### config.mk
export PLATFORM = sky130hd
export DESIGN_NAME = decryption_r2
export DESIGN_NICKNAME = d
export VERILOG_FILES = /design/src/rtl/dh_pkg.sv /design/src/rtl/mod_mul_serial.sv /design/src/rtl/decryption_r2.sv
export SDC_FILE = /design/constraint.sdc
export NUM_CORES = 1
export LEC_CHECK = 0
export BUFFER_PORTS_ARGS = -buffer_cell sky130_fd_sc_hd__buf_2
export CAP_MARGIN = 20
export CORE_AREA = 2 2 180 182
export DETAILED_ROUTE_END_ITERATION = 8
export DIE_AREA = 0 0 182 184
export MAX_ROUTING_LAYER = met4
export PLACE_DENSITY = 0.82
export SLEW_MARGIN = 10
export SYNTH_ARGS = -nofsm -noshare
export SYNTH_HDL_FRONTEND = slang
export SYNTH_SLANG_ARGS = --single-unit
### constraint.sdc
create_clock -name clk -period 10.7 [get_ports clk]
set_input_delay 2.14 -clock clk [delete_from_list [all_inputs] [get_ports clk]]
set_output_delay 2.14 -clock clk [all_outputs]
set_load 0.01 [all_outputs]
### src/rtl/dh_pkg.sv
// Shared defaults and types for the R2 key-exchange datapath.
package dh_pkg;

    localparam int unsigned W_DEF  = 32;
    localparam int unsigned DW_DEF = 4;

    typedef enum logic [2:0] {IDLE, RED, SQR, MUL, FIN, ERR} dec_state_t;

    localparam logic [W_DEF-1:0] ONE = {{(W_DEF-1){1'b0}}, 1'b1};

endpackage

### src/rtl/mod_mul_serial.sv
// Interleaved MSB-first modular multiplier: y = a*b mod p in W cycles, b < p required.
// The go cycle performs the first step, so back-to-back products have no idle cycles.
module mod_mul_serial
    import dh_pkg::*;
#(
    parameter int unsigned W = W_DEF
) (
    input  logic         clk,
    input  logic         rst,
    input  logic         go,
    input  logic [W-1:0] a,
    input  logic [W-1:0] b,
    input  logic [W-1:0] p,
    output logic         rdy,
    output logic [W-1:0] y
);

    localparam int unsigned CW = $clog2(W + 1);

    logic [W-1:0]  a_q, a_d, b_q, b_d, p_q, p_d, acc_q, acc_d;
    logic [CW-1:0] cnt_q, cnt_d;
    logic [W-1:0]  acc_in, a_in, b_in, p_in;
    logic [W:0]    dbl, dbl_r, sum, sum_r;

    always_comb begin
        acc_in = go ? '0 : acc_q;
        a_in   = go ? a  : a_q;
        b_in   = go ? b  : b_q;
        p_in   = go ? p  : p_q;

        // acc < p keeps every intermediate within W+1 bits
        dbl   = {acc_in, 1'b0};
        dbl_r = (dbl >= {1'b0, p_in}) ? dbl - {1'b0, p_in} : dbl;
        sum   = dbl_r + {1'b0, b_in & {W{a_in[W-1]}}};
        sum_r = (sum >= {1'b0, p_in}) ? sum - {1'b0, p_in} : sum;

        a_d   = a_q;
        b_d   = b_q;
        p_d   = p_q;
        acc_d = acc_q;
        cnt_d = cnt_q;
        rdy   = 1'b0;
        y     = sum_r[W-1:0];

        if (go) begin
            a_d   = a << 1;
            b_d   = b;
            p_d   = p;
            acc_d = sum_r[W-1:0];
            cnt_d = CW'(W - 1);
            rdy   = (W == 1);
        end else if (cnt_q != '0) begin
            a_d   = a_q << 1;
            acc_d = sum_r[W-1:0];
            cnt_d = cnt_q - 1'b1;
            rdy   = (cnt_q == CW'(1));
        end
    end

    always_ff @(posedge clk or negedge rst) begin
        if (!rst) begin
            a_q   <= '0;
            b_q   <= '0;
            p_q   <= '0;
            acc_q <= '0;
            cnt_q <= '0;
        end else begin
            a_q   <= a_d;
            b_q   <= b_d;
            p_q   <= p_d;
            acc_q <= acc_d;
            cnt_q <= cnt_d;
        end
    end

endmodule

### src/rtl/decryption_r2.sv
// R2 decryptor: m = c1 ^ (base**x mod p)[DW-1:0] via constant-time square-and-multiply.
// Define DEC_KEY_OUT_EN to expose the full shared key on output key.
module decryption_r2
    import dh_pkg::*;
#(
    parameter int unsigned W  = W_DEF,
    parameter int unsigned DW = DW_DEF
) (
    input  logic          clk,
    input  logic          rst,
    input  logic          start,
    input  logic [W-1:0]  base,
    input  logic [W-1:0]  x,
    input  logic [W-1:0]  p,
    input  logic [DW-1:0] c1,
    output logic          busy,
    output logic          done,
    output logic [DW-1:0] m,
`ifdef DEC_KEY_OUT_EN
    output logic [W-1:0]  key,
`endif
    output logic          err
);

    localparam int unsigned IW = (W > 1) ? $clog2(W) : 1;
    localparam logic [W-1:0] OneW = {{(W-1){1'b0}}, 1'b1};

    dec_state_t    state_q, state_d;
    logic [W-1:0]  base_q, base_d, x_q, x_d, p_q, p_d, bred_q, bred_d, r_q, r_d;
    logic [DW-1:0] c1_q, c1_d, m_q, m_d;
    logic [IW-1:0] idx_q, idx_d;
    logic          go_q, go_d, busy_q, busy_d, done_q, done_d, err_q, err_d;
    logic [W-1:0]  mm_a, mm_b, mm_y;
    logic          mm_rdy;
`ifdef DEC_KEY_OUT_EN
    logic [W-1:0]  key_q, key_d;
`endif

    mod_mul_serial #(
        .W (W)
    ) u_mm (
        .clk (clk),
        .rst (rst),
        .go  (go_q),
        .a   (mm_a),
        .b   (mm_b),
        .p   (p_q),
        .rdy (mm_rdy),
        .y   (mm_y)
    );

    // Operands are only sampled by the multiplier in the go cycle
    always_comb begin
        mm_a = '0;
        mm_b = '0;
        case (state_q)
            RED:     begin mm_a = base_q; mm_b = OneW;   end
            SQR:     begin mm_a = r_q;    mm_b = r_q;    end
            MUL:     begin mm_a = r_q;    mm_b = bred_q; end
            default: ;
        endcase
    end

    always_comb begin
        state_d = state_q;
        base_d  = base_q;
        x_d     = x_q;
        p_d     = p_q;
        c1_d    = c1_q;
        bred_d  = bred_q;
        r_d     = r_q;
        idx_d   = idx_q;
        m_d     = m_q;
        err_d   = err_q;
        busy_d  = busy_q;
        go_d    = 1'b0;
        done_d  = 1'b0;
`ifdef DEC_KEY_OUT_EN
        key_d   = key_q;
`endif
        case (state_q)
            IDLE: begin
                if (start) begin
                    base_d = base;
                    x_d    = x;
                    p_d    = p;
                    c1_d   = c1;
                    r_d    = OneW;
                    idx_d  = IW'(W - 1);
                    busy_d = 1'b1;
                    if (p < W'(2)) begin
                        state_d = ERR;
                    end else begin
                        state_d = RED;
                        go_d    = 1'b1;
                    end
                end
            end
            RED: begin
                if (mm_rdy) begin
                    bred_d  = mm_y;
                    state_d = SQR;
                    go_d    = 1'b1;
                end
            end
            SQR: begin
                if (mm_rdy) begin
                    r_d     = mm_y;
                    state_d = MUL;
                    go_d    = 1'b1;
                end
            end
            MUL: begin
                // Product is always computed; the exponent bit only selects it
                if (mm_rdy) begin
                    if (x_q[idx_q]) r_d = mm_y;
                    if (idx_q == '0) begin
                        state_d = FIN;
                    end else begin
                        idx_d   = idx_q - 1'b1;
                        state_d = SQR;
                        go_d    = 1'b1;
                    end
                end
            end
            FIN: begin
                m_d     = c1_q ^ r_q[DW-1:0];
                err_d   = 1'b0;
                done_d  = 1'b1;
                busy_d  = 1'b0;
                state_d = IDLE;
`ifdef DEC_KEY_OUT_EN
                key_d   = r_q;
`endif
            end
            ERR: begin
                m_d     = c1_q;
                err_d   = 1'b1;
                done_d  = 1'b1;
                busy_d  = 1'b0;
                state_d = IDLE;
`ifdef DEC_KEY_OUT_EN
                key_d   = '0;
`endif
            end
            default: state_d = IDLE;
        endcase
    end

    always_ff @(posedge clk or negedge rst) begin
        if (!rst) begin
            state_q <= IDLE;
            base_q  <= '0;
            x_q     <= '0;
            p_q     <= '0;
            c1_q    <= '0;
            bred_q  <= '0;
            r_q     <= '0;
            idx_q   <= '0;
            m_q     <= '0;
            err_q   <= 1'b0;
            busy_q  <= 1'b0;
            go_q    <= 1'b0;
            done_q  <= 1'b0;
`ifdef DEC_KEY_OUT_EN
            key_q   <= '0;
`endif
        end else begin
            state_q <= state_d;
            base_q  <= base_d;
            x_q     <= x_d;
            p_q     <= p_d;
            c1_q    <= c1_d;
            bred_q  <= bred_d;
            r_q     <= r_d;
            idx_q   <= idx_d;
            m_q     <= m_d;
            err_q   <= err_d;
            busy_q  <= busy_d;
            go_q    <= go_d;
            done_q  <= done_d;
`ifdef DEC_KEY_OUT_EN
            key_q   <= key_d;
`endif
        end
    end

    assign busy = busy_q;
    assign done = done_q;
    assign m    = m_q;
    assign err  = err_q;
`ifdef DEC_KEY_OUT_EN
    assign key  = key_q;
`endif

endmodule
After elaboration in Yosys (flattened, before gate mapping)
Cells that the tools add are included.
{"block": "op_classes", "n_lt_le_gt_ge": 4, "mux": 45, "bitwise_logic": 2, "addsub": 5, "n_reduce_logical": 17, "n_eq_ne": 12}
{"operator": "32-bit 2-to-1 mux", "n": 13}
{"operator": "32-bit one-hot mux with 3 select lines", "n": 2}
{"operator": "33-bit by 32-bit >= comparator with 1-bit output", "n": 2}
{"operator": "32-bit one-hot mux with 2 select lines", "n": 1}
{"operator": "33-bit by 32-bit adder with 33-bit output", "n": 1}
{"operator": "33-bit 2-to-1 mux", "n": 1}
{"operator": "33-bit by 32-bit subtractor with 33-bit output", "n": 1}
{"operator": "32-bit bitwise AND", "n": 1}
{"operator": "32-bit by 2-bit less-than comparator with 1-bit output (second input constant)", "n": 1}
{"operator": "32-bit subtractor", "n": 1}
{"operator": "3-bit 2-to-1 mux", "n": 6}
{"operator": "5-bit 2-to-1 mux", "n": 3}
{"operator": "6-bit 2-to-1 mux", "n": 2}
{"operator": "2-bit != test (second input constant)", "n": 6}
{"operator": "3-bit one-hot mux with 4 select lines", "n": 1}
{"operator": "1-bit 2-to-1 mux", "n": 10}
{"operator": "5-bit one-hot mux with 2 select lines", "n": 1}
{"operator": "4-bit one-hot mux with 2 select lines", "n": 1}
{"operator": "4-bit AND reduction", "n": 2}
{"operator": "2-bit nonzero test", "n": 4}
{"operator": "3-bit by 2-bit equality test with 1-bit output (second input constant)", "n": 2}
{"operator": "3-bit equality test (second input constant)", "n": 2}
{"operator": "6-bit by 1-bit equality test with 1-bit output (second input constant)", "n": 1}
{"operator": "5-bit by 6-bit less-than comparator with 1-bit output (second input constant)", "n": 1}
{"operator": "14 further kinds", "n": 19}
{"block": "word_totals", "reg_bits": 314}

Longest topological paths before layout
Gate-level depths: netlist of the first run.
{"block": "depth", "ltp_word": 11, "depth_mapped": 37}

Cells and area by module
From an unflattened synthesis of the first run, not the netlist that was laid out.
{"block": "unflattened", "hier_cells": 2263, "area_unflattened_um2": 20066.7}
{"module": "mod_mul_serial", "n_inst": 1, "area_each_um2": 11816.3, "cells_per_inst": 1371}
{"module": "decryption_r2", "n_inst": 1, "area_each_um2": 8250.4, "cells_per_inst": 892}

Least setup slack after synthesis of the first run
Ideal clock, no wire load.
{"block": "synth_path", "path_kind": "reg2reg", "from": "register go_q", "to": "register u_mm.acc_q[31]", "path_slack_ns": 2.864, "setup_ns": 0.125, "arrival_ns": 7.712, "synth_period_minus_slack_ns": 7.836, "stages_incl_launch_ff": 34, "path_cell_list": "dfrtp_1 -> clkbuf_1 -> clkbuf_1 -> buf_1 -> mux2i_1 -> ha_1 -> a21oi_1 -> o211ai_1 -> a22oi_4 -> o21ai_4 -> a21o_2 -> o21ai_2 -> buf_2 -> buf_1 -> nand2_1 -> o21ai_0 -> ha_1 -> and2_1 -> a22o_1 -> a31oi_1 -> o31ai_1 -> a21o_1 -> a41oi_1 -> xnor2_1 -> ha_1 -> a21o_1 -> a21oi_1 -> o21ai_1 -> a221o_1 -> a31oi_1 -> o2bb2ai_1 -> nand3_4 -> mux2_2 -> mux2_2"}
{"block": "synth_between", "elab_chain_len": 8, "elab_cells_between_ends": 15}
{"item": "from (decl)", "line": "decryption_r2.sv:32", "text": "logic go_q, go_d, busy_q, busy_d, done_q, done_d, err_q, err_d;"}
{"item": "from (signal assigned)", "line": "decryption_r2.sv:180", "text": "go_q <= go_d;"}
{"item": "32-bit 2-to-1 mux (on tied branches)"}
{"item": "33-bit by 32-bit subtractor with 33-bit output or 33-bit by 32-bit >= comparator with 1-bit output (tied branches)", "line": "mod_mul_serial.sv:33", "text": "dbl_r = (dbl >= {1'b0, p_in}) ? dbl - {1'b0, p_in} : dbl;"}
{"item": "33-bit 2-to-1 mux", "line": "mod_mul_serial.sv:33"}
{"item": "33-bit by 32-bit adder with 33-bit output", "line": "mod_mul_serial.sv:34", "text": "sum = dbl_r + {1'b0, b_in & {W{a_in[W-1]}}};"}
{"item": "32-bit subtractor or 33-bit by 32-bit >= comparator with 1-bit output (tied branches)", "line": "mod_mul_serial.sv:35", "text": "sum_r = (sum >= {1'b0, p_in}) ? sum - {1'b0, p_in} : sum;"}
{"item": "32-bit 2-to-1 mux", "line": "mod_mul_serial.sv:35"}
{"item": "32-bit 2-to-1 mux", "line": "mod_mul_serial.sv:52", "text": "end else if (cnt_q != '0) begin"}
{"item": "32-bit 2-to-1 mux", "line": "mod_mul_serial.sv:45", "text": "if (go) begin"}
{"item": "to (signal assigned)", "line": "mod_mul_serial.sv:65", "text": "acc_q <= '0;"}
{"item": "to (signal assigned)", "line": "mod_mul_serial.sv:71", "text": "acc_q <= acc_d;"}
{"item": "to (decl)", "line": "mod_mul_serial.sv:20", "text": "logic [W-1:0] a_q, a_d, b_q, b_d, p_q, p_d, acc_q, acc_d;"}
Several ways; a longest one is shown, not always the timed one. The select of a mux whose other input is x is not followed.
A chain may end at the register's enable or synchronous reset.

Worst setup path in the final report of the first run
{"block": "layout_path", "from": "register go_q", "to": "register bred_q[24]"}
{"block": "layout_between", "elab_chain_len": 6, "elab_cells_between_ends": 14}
{"item": "32-bit 2-to-1 mux (on tied branches)"}
{"item": "33-bit by 32-bit subtractor with 33-bit output or 33-bit by 32-bit >= comparator with 1-bit output (tied branches)", "line": "mod_mul_serial.sv:33"}
{"item": "33-bit 2-to-1 mux", "line": "mod_mul_serial.sv:33"}
{"item": "33-bit by 32-bit adder with 33-bit output", "line": "mod_mul_serial.sv:34"}
{"item": "32-bit subtractor or 33-bit by 32-bit >= comparator with 1-bit output (tied branches)", "line": "mod_mul_serial.sv:35"}
{"item": "32-bit 2-to-1 mux", "line": "mod_mul_serial.sv:35"}
{"item": "to (signal assigned)", "line": "decryption_r2.sv:174", "text": "bred_q <= bred_d;"}
{"item": "to (decl)", "line": "decryption_r2.sv:29", "text": "logic [W-1:0] base_q, base_d, x_q, x_d, p_q, p_d, bred_q, bred_d, r_q, r_d;"}
Several ways; a longest one is shown, not always the timed one.

==> reports/results.txt, run 1 <==
status: finished clean
multi-input logic area: 10200 sq um
Slew headroom: 0.295
Post-Place Cells: 2484
deepest clock path buffer count: 3
Port Buffers: 109
Synth area leader: dfrtp_1
CP max stage cell: dfrtp_2
Rows: 65
Synth Warn #: 0
CP Max Fanout: 36
DRT iter0 DRCs: 1263
area added between synthesis and finish: 11.0%
min Tclk post-route: 9.55 ns
critical path data required time: 11.08 ns
RSZ-0062 raised after global routing: false
CTS sink count: 313
layout cell share with drive strength beyond 1: 0.115
clk slew on worst S/H paths: 0.06 ns
Worst setup EP type: register
Synth Flop Type: dfrtp_1
Clk Latency, worst-skew pair: 0.54 ns
pin count of the biggest net entering global routing: 88
CP Data Arrival Time: 9.93 ns
I/O Pins: 110
antenna fix cells: 0
DIE AREA: 33500 sq um
fin cells: 2546
worst min path class: register to register
Cell variety after synth: 80
fill count: 2498
Tcrit/Tclk final: 0.892
Synth Register Bits: 313
CTS tree: built
Post-CTS Resized: 0
Core Area: 31400 sq um
GRT Util Overall: 0.307
initial antenna violation count: 0
CTS H-tree depth: 2
DPL Wire Length: 35600 um
final wirelength: 49600 um
final setup fails: 0
WP buf/inv: 1
Detail Route Antenna Nets: 0
die width: 182 um
vias per cell: 6.12
fin nets: 2328
Setup Buffers After CTS: 0
Root Driver: clkbuf_16
delay-heaviest family, CP: compound AO/OA/AOI/OAI gates
Num CTS Buffers: 36
Syn Inst Count: 2052
Synthesized Nets: 2258
endpoints failing hold: 0
FMAX: 105 MHz
DIE HEIGHT: 184 um
post-synthesis sequential area ratio: 0.419
highest-count cells in the layout ignoring fill and taps: 432 x nand2_1, 311 x dfrtp_1, 161 x a21oi_1
netlist area before placement: 18700 sq um
CP Launch Type: register
TNS Setup: 0 ns
pre-CTS setup slack: 1.35 ns
DRC Markers: 0
Yosys top cell area share: 0.419
first-pass GRT wire length: 79300 um
Tightest Pin Transition: 1.05 ns
Setup WS post-layout: 1.15 ns
Max stage delay on crit path: 0.75 ns
vias in the first global route: 14800
Syn Area/Cell: 9.10 sq um
Starting Density: 0.595
commonest non-fill, non-tap cell in the layout: nand2_1
Max Cap Viol: 0
critical path type: register to register
Post-synth ARST share: 1.00
Post-synth EDFFs: 0
Synth area leaders: dfrtp_1 42%, nand2_1 8.7%, ha_1 6.7%, mux2i_1 6.1%, a21oi_1 4.3%
via count: 15600
cts hold-fix bufs: 0
routability cong.: 1.04
Slew Limit Fails: 0
clock skew: 0.0171 ns
gr ovfl total: 0
FF/Latch Area: 7840 sq um
drt first pass iters: 6
WL per Instance: 19.5 um
==> worst paths after layout <==
path	start	to	slack [ns]	depth (start not counted)
setup / recovery	go_q$_DFF_PN0_	bred_q[24]$_DFFE_PN0P_	1.15	27
hold / removal	x_q[9]$_DFFE_PN0P_	x_q[9]$_DFFE_PN0P_	0.47	2
setup reg to reg	go_q$_DFF_PN0_	bred_q[24]$_DFFE_PN0P_	1.15	27
hold reg to reg	x_q[9]$_DFFE_PN0P_	x_q[9]$_DFFE_PN0P_	0.47	2
max in group asynchronous	rst	bred_q[14]$_DFFE_PN0P_	6.89	3
min in group asynchronous	rst	p_q[1]$_DFFE_PN0P_	1.57	1
==> layer usage <==
layer,track usage,share of wire
met3,0.0468,0.078
met1,0.446,0.47
met5,-,0
met4,0.0710,0.020
met2,0.457,0.44
==> kinds of logic (layout without fill, tap and decap cells) <==
| family | after synthesis | count (layout) | synth area share |
|---|---|---|---|
| DFF | 313 | 313 | 0.419 |
| muxes | 137 | 137 | 0.0816 |
| xor gates and xnor gates | 91 | 91 | 0.0427 |
| adders and majority gates | 103 | 103 | 0.0702 |
| buffers and inverters | 163 | 255 | 0.0347 |
| and+or+nand+nor | 740 | 740 | 0.178 |
| AOI/OAI and AO/OA | 505 | 505 | 0.174 |
==> synthesized netlist by cell type (all sizes together), types with 12 or more instances <==
cell type / count
a21o: 49
a21oi: 162
a221oi: 32
a31oi: 13
and3: 15
buf: 19
clkbuf: 83
dfrtp: 313
ha: 100
inv: 61
mux2: 12
mux2i: 115
nand2: 432
nand2b: 14
nand3: 49
nand4: 14
nor2: 80
nor2b: 73
nor3: 21
nor4: 15
o21a: 14
o21ai: 135
o2bb2ai: 34
xnor2: 58
xor2: 33
==> tightest hold or removal path, cell delays in order (launching register included) <==
cell and delay [ns]:
dfrtp_1 0.34, nand2_1 0.05, nand2_1 0.05
==> state kept, by name, indices dropped and copies added (netlist names) <==
register,count
state_q,3
r_q,32
go_q,1
err,1
bred_q,32
x_q,32
base_q,32
u_mm.b_q,32
u_mm.cnt_q,6
u_mm.p_q,32
p_q,32
idx_q,5
u_mm.a_q,31
u_mm.acc_q,32
done,1
c1_q,4
m,4
busy,1
==> metrics by stage <==
stage           util  instance area [sq um]  hold WS (ns)
3_5_place_dp   0.622                  19500         0.460
6_report       0.660                  20700         0.469
3_3_place_gp   0.622                  19500         0.454
4_1_cts        0.659                  20700         0.474
5_1_grt        0.660                  20700         0.496
2_1_floorplan      -                  18700         0.440
==> area by class of cell <==
cell class              instances  area share
multi-input cells            1576       0.493
clock buffers                  51      0.0500
clock inverters                 9     0.00501
repair buffers                134      0.0384
inverters                      61      0.0110
well taps                     402      0.0243
flip-flops and latches        313       0.378
Power of run 1 is not shown: default switching activity piles up to over one toggle a cycle in this logic, so the estimate is an artifact.
==> inputs of run 2 (changes only) <==
Settings changed: ABC_AREA from default to 1, CORE_AREA 2 2 180 182 to 3 3 188 190, DIE_AREA 0 0 182 184 to 0 0 191 193, PLACE_DENSITY 0.82 to 0.88.
==> run 2 against run 1 <==
Critical path depth up 9. Register-to-register slack better by 0.57 ns. Non-clock buffer count is 6 higher. First-iteration DRC count increased by 88%. Synthesized cell count is 39% higher. Setup slack gained 0.57 ns. Clock-buffer cell count is 1 higher. Hold slack is essentially flat.
==> reports/results.txt, run 2 <==
Worst setup EP type: register
gr ovfl total: 0
Max stage delay on crit path: 0.75 ns
critical path type: register to register
Yosys top cell area share: 0.389
WL per Instance: 20.1 um
Tcrit/Tclk final: 0.839
highest-count cells in the layout ignoring fill and taps: 913 x nand2_1, 321 x inv_1, 312 x dfrtp_1
count leader, synth: nand2_1
Root Driver: clkbuf_16
worst min path class: register to register
vias in the first global route: 19400
Syn Area/Cell: 7.09 sq um
min Tclk post-route: 8.98 ns
endpoints failing hold: 0
CTS tree: built
Starting Density: 0.600
Synth area leaders: dfrtp_1 39%, nand2_1 17%, ha_1 6.2%, inv_1 6.0%, o21ai_0 5.9%
CTS sink count: 313
fin nets: 3121
Post-CTS Resized: 0
initial antenna violation count: 2
Post-synth ARST share: 1.00
Clk Latency, worst-skew pair: 0.54 ns
critical path data required time: 11.11 ns
FMAX: 111 MHz
RSZ-0062 raised after global routing: false
Port Buffers: 109
delay-heaviest family, CP: simple AND/OR/NAND/NOR gates
Cell variety after synth: 50
Synth Flop Type: dfrtp_1
first-pass GRT wire length: 105000 um
Synth Register Bits: 313
layout cell share with drive strength beyond 1: 0.0848
DIE HEIGHT: 193 um
critical path depth: 36
CTS H-tree depth: 2
Reg2Reg Depth: 36
final wirelength: 68100 um
Syn Inst Count: 2843
fill count: 2873
I/O Pins: 110
Synth Warn #: 0
GRT Util Overall: 0.378
cts hold-fix bufs: 0
Slew headroom: 0.302
deepest clock path buffer count: 3
post-synthesis sequential area ratio: 0.389
vias per cell: 5.92
routability cong.: 1.13
Synth area leader: dfrtp_1
WP buf/inv: 6
Post-synth top cells: 913 x nand2_1, 321 x inv_1, 313 x dfrtp_1
pin count of the biggest net entering global routing: 95
launch point of the worst path: go_q$_DFF_PN0_
CP Max Fanout: 78
area added between synthesis and finish: 10.4%
final setup fails: 0
critical path endpoint: u_mm.acc_q[26]$_DFFE_PN0P_
TNS Setup: 0 ns
DRT iter0 DRCs: 2379
r2r setup slk: 1.72 ns
DIE AREA: 36900 sq um
most frequent CP cell: nand2_1
CP max stage cell: buf_4
status: finished clean
CP Launch Type: register
Hold Path Cell Cnt: 2
drt first pass iters: 6
netlist area before placement: 20200 sq um
Num CTS Buffers: 34
CP Data Arrival Time: 9.39 ns
Max Cap Viol: 0
clock skew: 0.0161 ns
clk slew on worst S/H paths: 0.06 ns
die width: 191 um
Tightest Pin Transition: 1.04 ns
Rows: 67
Post-synth EDFFs: 0
Slew Limit Fails: 0
via count: 20100
DPL Wire Length: 51500 um
commonest non-fill, non-tap cell in the layout: nand2_1
R2R Path End: u_mm.acc_q[26]$_DFFE_PN0P_
DRC Markers: 0
Core Area: 33600 sq um
Setup Buffers After CTS: 0
worst flop-to-flop path startpoint: go_q$_DFF_PN0_
Synthesized Nets: 3049
Detail Route Antenna Nets: 0
## run 2: changes by cell type after synthesis, sizes merged, moves of 29 or more
cell	change
a21o	-32
mux2i	-115
o21ai	+112
nand2	+486
o2bb2ai	-34
nor2b	-73
inv	+264
nor2	+116
nand3	+142
or2	+29
## run 2: cell families (layout without fill, tap and decap cells)
kind of cell               after synthesis  in the layout  share of synthesized area
xor gates and xnor gates                81             81                     0.0352
adders and majority gates              103            103                     0.0651
DFF                                    313            313                      0.389
other                                    0              2                          0
and+or+nand+nor                       1393           1393                      0.285
AOI/OAI and AO/OA                      523            523                      0.145
buffers and inverters                  430            525                     0.0816
## run 2: stage by stage
| step | cell area, sq um | worst slack [ns] | cells | hold slack, ns | util |
|---|---|---|---|---|---|
| after floorplan | 20200 | 4.39 | 2843 | 0.434 | - |
| after global placement | 21100 | 2.15 | 3326 | 0.449 | 0.628 |
| final | 22300 | 1.72 | 3388 | 0.469 | 0.662 |
| after CTS | 22300 | 1.99 | 3386 | 0.469 | 0.662 |
| after global routing | 22300 | 0.940 | 3388 | 0.488 | 0.662 |
| after detailed placement | 21100 | 2.03 | 3327 | 0.454 | 0.629 |
## run 2: worst min path at each step
stage                                   start                  end
after floorplan           p_q[10]$_DFFE_PN0P_  p_q[10]$_DFFE_PN0P_
after global placement    p_q[21]$_DFFE_PN0P_  p_q[21]$_DFFE_PN0P_
after detailed placement  x_q[28]$_DFFE_PN0P_  x_q[28]$_DFFE_PN0P_
after CTS                 p_q[25]$_DFFE_PN0P_  p_q[25]$_DFFE_PN0P_
after global routing      p_q[15]$_DFFE_PN0P_  p_q[15]$_DFFE_PN0P_
final                     x_q[28]$_DFFE_PN0P_  x_q[28]$_DFFE_PN0P_
## run 2: final cells by class
cell class | count | area [sq um] | share of cell area
diodes | 2 | 5.00 | 0.000225
repair buffers | 140 | 821 | 0.0369
clock inverters | 7 | 82.6 | 0.00371
clock buffers | 52 | 1030 | 0.0463
inverters | 326 | 1220 | 0.0550
well taps | 448 | 561 | 0.0252
flip-flops and latches | 313 | 7840 | 0.352
multi-input cells | 2100 | 10700 | 0.481
## run 2: per-layer routing
layer / GRT usage / vias up / wire [um]
li1: - / 9351 / -
met1: 0.514 / 9482 / 28200
met2: 0.576 / 1093 / 29900
met3: 0.0712 / 146 / 7470
met4: 0.124 / 0 / 2470
met5: - / - / 0
## run 2: worst register-to-register path, delay by kind of cell (launching register included)
kind,cells,cell delay [ns]
xor gates and xnor gates,2,0.71
buffers and inverters,6,1.86
DFF,1,0.57
and+or+nand+nor,20,3.03
AOI/OAI and AO/OA,5,1.58
adders and majority gates,3,1.14
Power of run 2 is left out for the same reason.
==> inputs of run 3 (changes only) <==
Settings changed: CORE_AREA 3 3 188 190 to 3 3 194 196, DIE_AREA 0 0 191 193 to 0 0 197 199, PLACE_DENSITY 0.88 to 0.86.
Clock period 10.7 ns to 7.91 ns, I/O delays scaled along.
==> run 3 against run 2 <==
Hold slack lost 0.0053 ns. Die area is 6.3% higher. Critical endpoint is now bred_q[24]$_DFFE_PN0P_. Fmax rose by 20%. Clock-buffer cell count unchanged. First-iteration DRC count shrank 14%. Via count fell by 1.9%. Largest cell class unchanged. Cell count rose by 1.8%.
==> reports/results.txt, run 3 (synthesized netlist as in run 2, its figures left out) <==
worst flop-to-flop path startpoint: go_q$_DFF_PN0_
CP Data Arrival Time: 7.92 ns
Detail Route Antenna Nets: 0
Num CTS Buffers: 37
critical path type: register to register
Core Area: 36300 sq um
FMAX: 134 MHz
Max stage delay on crit path: 0.58 ns
DIE HEIGHT: 199 um
DRT iter0 DRCs: 2043
deepest clock path buffer count: 3
die width: 197 um
Tightest Pin Transition: 1.01 ns
min Tclk post-route: 7.48 ns
Reg2Reg Depth: 36
launch point of the worst path: go_q$_DFF_PN0_
Clk Latency, worst-skew pair: 0.57 ns
initial antenna violation count: 1
r2r setup slk: 0.43 ns
most frequent CP cell: nand2_1
CTS sink count: 313
commonest non-fill, non-tap cell in the layout: nand2_1
routability cong.: 1.03
vias in the first global route: 19100
Max Cap Viol: 0
TNS Setup: 0 ns
CP Launch Type: register
status: finished clean
highest-count cells in the layout ignoring fill and taps: 913 x nand2_1, 321 x inv_1, 312 x dfrtp_1
DRC Markers: 0
Port Buffers: 109
I/O Pins: 110
critical path data required time: 8.35 ns
fill count: 3270
Starting Density: 0.556
Worst setup EP type: register
CP max stage cell: dfrtp_4
multi-input logic area: 10700 sq um
GRT Util Overall: 0.360
drt first pass iters: 6
R2R Path End: bred_q[24]$_DFFE_PN0P_
Tcrit/Tclk final: 0.946
CTS H-tree depth: 2
Rows: 70
layout cell share with drive strength beyond 1: 0.100
area added between synthesis and finish: 13.0%
pin count of the biggest net entering global routing: 155
critical path endpoint: bred_q[24]$_DFFE_PN0P_
endpoints failing hold: 0
DPL Wire Length: 52100 um
Slew Limit Fails: 0
DIE AREA: 39200 sq um
final setup fails: 0
gr ovfl total: 0
via count: 19700
first-pass GRT wire length: 106000 um
RSZ-0062 raised after global routing: false
WL per Instance: 19.9 um
CTS tree: built
fin nets: 3162
antenna fix cells: 0
Root Driver: clkbuf_16
vias per cell: 5.71
Slew headroom: 0.325
CP Max Fanout: 48
clock skew: 0.0256 ns
clk slew on worst S/H paths: 0.06 ns
FF/Latch Area: 7840 sq um
final wirelength: 68800 um
worst min path class: register to register
-- run 3: worst min-delay path by stage --
stage | startpoint | to | slack [ns] | depth (start not counted)
5_1_grt | p_q[22]$_DFFE_PN0P_ | p_q[22]$_DFFE_PN0P_ | 0.48 | 2
2_1_floorplan | p_q[10]$_DFFE_PN0P_ | p_q[10]$_DFFE_PN0P_ | 0.43 | 2
3_5_place_dp | p_q[23]$_DFFE_PN0P_ | p_q[23]$_DFFE_PN0P_ | 0.45 | 2
6_report | p_q[25]$_DFFE_PN0P_ | p_q[25]$_DFFE_PN0P_ | 0.46 | 2
3_3_place_gp | p_q[17]$_DFFE_PN0P_ | p_q[17]$_DFFE_PN0P_ | 0.45 | 2
4_1_cts | p_q[23]$_DFFE_PN0P_ | p_q[23]$_DFFE_PN0P_ | 0.47 | 2
-- run 3: per-layer routing --
layer	global-route usage	part of all wire	wire [um]	vias to the layer above
met5	-	0	0	-
met4	0.103	0.032	2210	0
met3	0.0747	0.088	6060	136
met2	0.546	0.44	30200	853
met1	0.492	0.44	30300	9277
li1	-	-	-	9433
-- run 3: cell type report --
cell class,instances,area share
clock inverter,11,0.00725
tap,468,0.0257
clock buffer,52,0.0467
multi-input combinational,2100,0.471
timing repair buffer,178,0.0510
inverter,326,0.0541
sequential,313,0.344
-- run 3: stage by stage --
step	utilization	instance area (sq um)	cells	worst slack [ns]	hold slack, ns
after global placement	0.592	21500	3382	-0.0630	0.448
after CTS	0.626	22700	3445	0.0841	0.465
final	0.628	22800	3448	0.429	0.464
after detailed placement	0.592	21500	3382	0.0154	0.451
after floorplan	-	20200	2843	1.60	0.434
after global routing	0.628	22800	3448	0.0352	0.485
-- run 3: repair_timing --
action	in CTS	in global routing
pin swaps	0	1
resized for setup	1	23
gates cloned	0	1
endpoints found under the setup margin	6	96
hold buffers	0	0
buffers inserted	0	2
-- run 3: worst max-delay path, delay by kind of cell, from the launching register on --
family | cells | cell delay, ns
flops | 1 | 0.58
xor+xnor | 2 | 0.43
simple gates | 14 | 1.97
buf+inv | 6 | 0.85
fa+ha+maj | 3 | 1.01
compound gates | 11 | 2.46
Power of run 3 is left out for the same reason.
